==> config.mk <==
export PLATFORM = sky130hd
export DESIGN_NAME = dmem_arbiter_flat
export DESIGN_NICKNAME = d
export VERILOG_FILES = /design/src/rtl/dmem_arbiter_if.sv /design/src/rtl/dmem_arbiter.sv /design/src/flat_wrapper.sv
export SDC_FILE = /design/constraint.sdc
export NUM_CORES = 1
export LEC_CHECK = 0
export BUFFER_PORTS_ARGS = -buffer_cell sky130_fd_sc_hd__clkbuf_2
export CAP_MARGIN = 10
export CORE_AREA = 2 2 123 125
export CTS_BUF_LIST = sky130_fd_sc_hd__clkbuf_4
export DETAILED_ROUTE_END_ITERATION = 10
export DIE_AREA = 0 0 125 127
export PLACE_DENSITY_LB_ADDON = 0.25
export SLEW_MARGIN = 20
export SYNTH_ARGS = -nofsm -noshare
export SYNTH_HDL_FRONTEND = slang
export SYNTH_SLANG_ARGS = --single-unit
==> constraint.sdc <==
create_clock -name clk -period 4.3 [get_ports clk]
set_clock_uncertainty 0.1 [all_clocks]
set_input_delay 0.43 -clock clk [delete_from_list [all_inputs] [get_ports clk]]
set_output_delay 0.43 -clock clk [all_outputs]
set_load 0.05 [all_outputs]
==> src/rtl/dmem_arbiter_if.sv <==
// Bus bundle between the core M stage, the debug/loader requester and the data RAM.
// master = requesters + RAM model side, slave = the arbiter.
interface dmem_arbiter_if #(
    parameter int unsigned ADDR_W = 32,
    parameter int unsigned DATA_W = 32
);
    logic [ADDR_W-1:0] cpu_addr;
    logic [DATA_W-1:0] cpu_wdata;
    logic              cpu_we;
    logic              cpu_re;
    logic [DATA_W-1:0] cpu_rdata;
    logic              cpu_stall;
    logic              dbg_req_valid;
    logic              dbg_req_ready;
    logic              dbg_req_we;
    logic [ADDR_W-1:0] dbg_req_addr;
    logic [DATA_W-1:0] dbg_req_wdata;
    logic              dbg_halt;
    logic              dbg_rsp_valid;
    logic [DATA_W-1:0] dbg_rsp_data;
    logic [ADDR_W-1:0] mem_addr;
    logic [DATA_W-1:0] mem_wdata;
    logic              mem_we;
    logic [DATA_W-1:0] mem_rdata;

    modport master (
        output cpu_addr, cpu_wdata, cpu_we, cpu_re,
        output dbg_req_valid, dbg_req_we, dbg_req_addr, dbg_req_wdata, dbg_halt,
        output mem_rdata,
        input  cpu_rdata, cpu_stall, dbg_req_ready, dbg_rsp_valid, dbg_rsp_data,
        input  mem_addr, mem_wdata, mem_we
    );

    modport slave (
        input  cpu_addr, cpu_wdata, cpu_we, cpu_re,
        input  dbg_req_valid, dbg_req_we, dbg_req_addr, dbg_req_wdata, dbg_halt,
        input  mem_rdata,
        output cpu_rdata, cpu_stall, dbg_req_ready, dbg_rsp_valid, dbg_rsp_data,
        output mem_addr, mem_wdata, mem_we
    );
endinterface

==> src/rtl/dmem_arbiter.sv <==
// Data-memory port arbiter: CPU M stage has priority, debug uses idle cycles,
// starvation or dbg_halt force debug slots. Optional stats via DMEM_ARB_STATS_EN.
module dmem_arbiter #(
    parameter int unsigned ADDR_W       = 32,
    parameter int unsigned DATA_W       = 32,
    parameter int unsigned STARVE_LIMIT = 4
) (
    input  logic       clk,
    input  logic       reset,
    dmem_arbiter_if.slave bus,
    output logic [8:0] stat_dbg_grants,
    output logic [8:0] stat_stalls
);
    localparam int unsigned CNT_W = 4;

    typedef enum logic [1:0] {
        RUN    = 2'd0,
        FORCE  = 2'd1,
        HALTED = 2'd2
    } state_t;

    state_t            state;
    logic [CNT_W-1:0]  starve_cnt;
    logic              rsp_valid_q;
    logic [DATA_W-1:0] rsp_data_q;

    logic              cpu_act_c;
    logic              stall_c;
    logic              grant_c;
    logic [ADDR_W-1:0] mem_addr_c;
    logic [DATA_W-1:0] mem_wdata_c;
    logic              mem_we_c;

    // Grant and memory-port mux; the CPU never writes while stalled.
    always_comb begin
        cpu_act_c   = bus.cpu_re | bus.cpu_we;
        stall_c     = (state != RUN);
        grant_c     = bus.dbg_req_valid & (stall_c | ~cpu_act_c);
        mem_addr_c  = bus.cpu_addr;
        mem_wdata_c = bus.cpu_wdata;
        mem_we_c    = bus.cpu_we & ~stall_c;
        if (grant_c) begin
            mem_addr_c  = bus.dbg_req_addr;
            mem_wdata_c = bus.dbg_req_wdata;
            mem_we_c    = bus.dbg_req_we;
        end
    end

    assign bus.mem_addr      = mem_addr_c;
    assign bus.mem_wdata     = mem_wdata_c;
    assign bus.mem_we        = mem_we_c;
    assign bus.cpu_rdata     = bus.mem_rdata;
    assign bus.cpu_stall     = stall_c;
    assign bus.dbg_req_ready = grant_c;
    assign bus.dbg_rsp_valid = rsp_valid_q;
    assign bus.dbg_rsp_data  = rsp_data_q;

    // State, starvation counter and the one-cycle debug response.
    always_ff @(posedge clk or posedge reset) begin
        if (reset) begin
            state       <= RUN;
            starve_cnt  <= '0;
            rsp_valid_q <= 1'b0;
            rsp_data_q  <= '0;
        end else begin
            rsp_valid_q <= grant_c;
            if (grant_c) begin
                rsp_data_q <= bus.dbg_req_we ? '0 : bus.mem_rdata;
            end
            if (bus.dbg_halt) begin
                state      <= HALTED;
                starve_cnt <= '0;
            end else begin
                case (state)
                    RUN: begin
                        if (bus.dbg_req_valid && cpu_act_c) begin
                            if (starve_cnt == CNT_W'(STARVE_LIMIT - 1)) begin
                                state      <= FORCE;
                                starve_cnt <= '0;
                            end else begin
                                starve_cnt <= starve_cnt + CNT_W'(1);
                            end
                        end else begin
                            starve_cnt <= '0;
                        end
                    end
                    default: begin
                        state      <= RUN;
                        starve_cnt <= '0;
                    end
                endcase
            end
        end
    end

`ifdef DMEM_ARB_STATS_EN
    // Wrapping event counters for debug transfers and stalled cycles.
    always_ff @(posedge clk or posedge reset) begin
        if (reset) begin
            stat_dbg_grants <= '0;
            stat_stalls     <= '0;
        end else begin
            if (grant_c) stat_dbg_grants <= stat_dbg_grants + 9'd1;
            if (stall_c) stat_stalls     <= stat_stalls + 9'd1;
        end
    end
`else
    assign stat_dbg_grants = '0;
    assign stat_stalls     = '0;
`endif

endmodule

==> src/flat_wrapper.sv <==
// flat-port wrapper written by rule: the top's interface ports become plain ports
module dmem_arbiter_flat 
#(
    parameter int unsigned ADDR_W       = 32,
    parameter int unsigned DATA_W       = 32,
    parameter int unsigned STARVE_LIMIT = 4
)
  (clk, reset, stat_dbg_grants, stat_stalls, bus_cpu_addr, bus_cpu_wdata, bus_cpu_we, bus_cpu_re, bus_dbg_req_valid, bus_dbg_req_we, bus_dbg_req_addr, bus_dbg_req_wdata, bus_dbg_halt, bus_mem_rdata, bus_cpu_rdata, bus_cpu_stall, bus_dbg_req_ready, bus_dbg_rsp_valid, bus_dbg_rsp_data, bus_mem_addr, bus_mem_wdata, bus_mem_we);
  dmem_arbiter_if #(.ADDR_W(ADDR_W), .DATA_W(DATA_W)) bus_i ();
  input  logic clk;
  input  logic reset;
  output logic [8:0] stat_dbg_grants;
  output logic [8:0] stat_stalls;
  input wire logic [$bits(bus_i.cpu_addr)-1:0] bus_cpu_addr;
  input wire logic [$bits(bus_i.cpu_wdata)-1:0] bus_cpu_wdata;
  input wire logic [$bits(bus_i.cpu_we)-1:0] bus_cpu_we;
  input wire logic [$bits(bus_i.cpu_re)-1:0] bus_cpu_re;
  input wire logic [$bits(bus_i.dbg_req_valid)-1:0] bus_dbg_req_valid;
  input wire logic [$bits(bus_i.dbg_req_we)-1:0] bus_dbg_req_we;
  input wire logic [$bits(bus_i.dbg_req_addr)-1:0] bus_dbg_req_addr;
  input wire logic [$bits(bus_i.dbg_req_wdata)-1:0] bus_dbg_req_wdata;
  input wire logic [$bits(bus_i.dbg_halt)-1:0] bus_dbg_halt;
  input wire logic [$bits(bus_i.mem_rdata)-1:0] bus_mem_rdata;
  output wire logic [$bits(bus_i.cpu_rdata)-1:0] bus_cpu_rdata;
  output wire logic [$bits(bus_i.cpu_stall)-1:0] bus_cpu_stall;
  output wire logic [$bits(bus_i.dbg_req_ready)-1:0] bus_dbg_req_ready;
  output wire logic [$bits(bus_i.dbg_rsp_valid)-1:0] bus_dbg_rsp_valid;
  output wire logic [$bits(bus_i.dbg_rsp_data)-1:0] bus_dbg_rsp_data;
  output wire logic [$bits(bus_i.mem_addr)-1:0] bus_mem_addr;
  output wire logic [$bits(bus_i.mem_wdata)-1:0] bus_mem_wdata;
  output wire logic [$bits(bus_i.mem_we)-1:0] bus_mem_we;
  assign bus_i.cpu_addr = bus_cpu_addr;
  assign bus_i.cpu_wdata = bus_cpu_wdata;
  assign bus_i.cpu_we = bus_cpu_we;
  assign bus_i.cpu_re = bus_cpu_re;
  assign bus_i.dbg_req_valid = bus_dbg_req_valid;
  assign bus_i.dbg_req_we = bus_dbg_req_we;
  assign bus_i.dbg_req_addr = bus_dbg_req_addr;
  assign bus_i.dbg_req_wdata = bus_dbg_req_wdata;
  assign bus_i.dbg_halt = bus_dbg_halt;
  assign bus_i.mem_rdata = bus_mem_rdata;
  assign bus_cpu_rdata = bus_i.cpu_rdata;
  assign bus_cpu_stall = bus_i.cpu_stall;
  assign bus_dbg_req_ready = bus_i.dbg_req_ready;
  assign bus_dbg_rsp_valid = bus_i.dbg_rsp_valid;
  assign bus_dbg_rsp_data = bus_i.dbg_rsp_data;
  assign bus_mem_addr = bus_i.mem_addr;
  assign bus_mem_wdata = bus_i.mem_wdata;
  assign bus_mem_we = bus_i.mem_we;
  dmem_arbiter #(.ADDR_W(ADDR_W), .DATA_W(DATA_W), .STARVE_LIMIT(STARVE_LIMIT)) u_core (.clk(clk), .reset(reset), .bus(bus_i), .stat_dbg_grants(stat_dbg_grants), .stat_stalls(stat_stalls));
endmodule
==> results.cfg <==
[run_status]
status = finished, final reports clean

[worst_setup_path]
cpPeakStageDelay_ns = 0.41
rr_endpoint = u_core.bus.dbg_rsp_data[6]
critPathLaunch = u_core.state[0]
setup.worst_path.end = bus_mem_wdata[3]
worstRegToRegCells = 5
cp_slowest_cell = o21a_4
crit_path_max_fanout = 60
path_class = flop to primary output
cp_top_family = buffers and inverters
r2r_start = u_core.state[0]
r2r_setup_slack_ns = 2.40
worst_setup_path_start_kind = flop
cp_cell_sequence = nor2_2 > inv_2 > o21a_4 > buf_12 > mux2_2 > clkbuf_2
required_ns = 3.77
critical_path_arrival_ns = 2.31
crit_cells = 6
end_kind = primary output
cp_num_buf_inv = 3

[grt]
antenna_found_initial = 1
grt_pass1_wl_microns = 13880
grt_pass1_vias = 2753
gr-total-overflow = 0
grt_max_degree = 61
grtUsageTotal_pct = 11.00

[place]
dp_hpwl_microns = 7572
io_buffers = 298
gp_congestion = 0.7258
placed_cell_area_sq_um = 4283
place_inst = 690

[synthesis]
synth_area_per_cell_sq_um = 11.56
ys_top_cells_by_area = dfrtp_1, mux2_2, buf_4, mux2_4, nor2b_1
syn_inst = 253
yosysTopAreaCellShare_pct = 33.36
syn_area_sq_um = 2925
ys.warnings.count = 0
synth-seq-area-share_pct = 33.36
synth_largest_area_cell = dfrtp_1
synth_cell_types = 24
synth_seq_cells = 39

[routing]
drc = 0
routedWlPerCell_microns = 13.35
drt_iter0_markers = 21
post_drt_via_cell_ratio = 3.924
vias = 2743
drtPass1Iterations = 4
routed_wl_microns = 9330
antenna_left = 0

[run]
cap_viol_max_count = 0

[worst_hold_path]
min_path_cells = 1
min_path_type = input pin to flop

[clocking]
cts_setup_buffers = 0
clk-insertion-delay-late_ns = 0.35
clock_sinks = 39
path_clk_slew_ns = 0.15
cts.path.max_buffers = 2
cts_resized = 0
cts_buffers = 5
htreeDepth = 2
cts_hold_buf = 0
cts_tree = done
root_buffer = clkbuf_4

[finish]
final_cell_mix = clkbuf_2, mux2_2, dfrtp_1
layout-drive-gt1-share_pct = 79.57
area_growth_pct = 49.40
stdcell_area_sq_um = 4370
nNetsFinal = 681
mostFrequentLayoutCell = clkbuf_2
fillers = 1534
final_cells = 699
final_util_pct = 30.30

[timing]
slew_violations = 0
rsz0062_at_grt = no
hold_viol = 0
period_minus_slack_ns = 2.835
relSlewSlack_pct = 41.56
setup_viol = 0
tightest_slew_ns = 0.8753
setup_tns_ns = 0
finalCritPeriodShare_pct = 65.94
fmax_mhz = 352.7

[pwr]
power.density_nw_per_um2 = 339.2
power_mw = 1.482
max-vdd-ir-drop_v = 0.0001646
leakagePower_nw = 2.450

[floorplan]
coreArea_sq_um = 14420
rows = 44
die_w_microns = 125
die_y_microns = 127
pin_count = 317
die-area_sq_um = 15880
start_util_pct = 20.28
power breakdown:
group / internal (mW) / switching (mW) / leakage, nW
Combinational: 0.225 / 0.549 / 1.90
Sequential: 0.405 / 0.0195 / 0.507
Clock: 0.126 / 0.157 / 0.0458
Yosys cell counts (all sizes together):
cell,instances
nand2,1
or4b,1
mux2,96
dfrtp,39
o21a,1
a21oi,1
nor2b,32
buf,61
conb,1
inv,3
a22o,1
nand3b,1
clkbuf,4
nor2,6
ha,1
nand3,1
nor3b,1
nand2b,1
xor2,1
through the flow:
step	hold WS [ns]	setup slack, ns
2_1_floorplan	0.3386	2.072
3_3_place_gp	0.3535	1.662
3_5_place_dp	0.3616	1.597
4_1_cts	0.05452	1.385
5_1_grt	0.03584	1.275
6_report	0.08118	1.465
kinds of logic (layout without fill, tap and decap cells):
kind of cell / count (synthesis) / after routing / synth area share (%)
other cells: 1 / 19 / 0.1282
mux: 96 / 96 / 39.52
xor+xnor: 1 / 1 / 0.2995
flops: 39 / 39 / 33.36
compound gates: 3 / 3 / 0.7271
fa+ha+maj: 1 / 1 / 0.4276
simple gates: 44 / 44 / 9.068
buf+inv: 68 / 312 / 16.47
area by class of cell:
| class | instances | area [sq um] | area share, % |
|---|---|---|---|
| antenna | 1 | 2.502 | 0.05726 |
| inverter | 3 | 11.26 | 0.2577 |
| sequential | 39 | 975.9 | 22.33 |
| timing repair buffer | 301 | 1526 | 34.93 |
| tap | 184 | 230.2 | 5.268 |
| clock buffer | 5 | 37.54 | 0.8589 |
| clock inverter | 3 | 47.55 | 1.088 |
| multi-input combinational | 163 | 1539 | 35.21 |
sequential cells by signal, summed over array words and instances, names as in the netlist:
register	count
u_core.starve_cnt	4
u_core.state	2
u_core.bus.dbg_rsp_data	32
u_core.bus.dbg_rsp_valid	1
metal layers:
layer	GRT usage, %	vias to the layer above	share of wire (%)
met2	21.26	174	54
met4	2.941	0	1.0
li1	-	1312	-
met1	11.89	1251	36
met3	2.764	6	8.7
met5	0	-	0
worst min path at each step:
| stage | startpoint | endpoint | slack, ns |
|---|---|---|---|
| global route | bus_dbg_halt | u_core.state[1] | 0.04 |
| finish | bus_dbg_halt | u_core.state[1] | 0.08 |
| floorplan | u_core.starve_cnt[0] | u_core.starve_cnt[0] | 0.34 |
| global placement | u_core.starve_cnt[0] | u_core.starve_cnt[0] | 0.35 |
| detailed placement | u_core.starve_cnt[0] | u_core.starve_cnt[0] | 0.36 |
| CTS | bus_dbg_halt | u_core.state[1] | 0.05 |
Power figures use the tool's default switching activity.
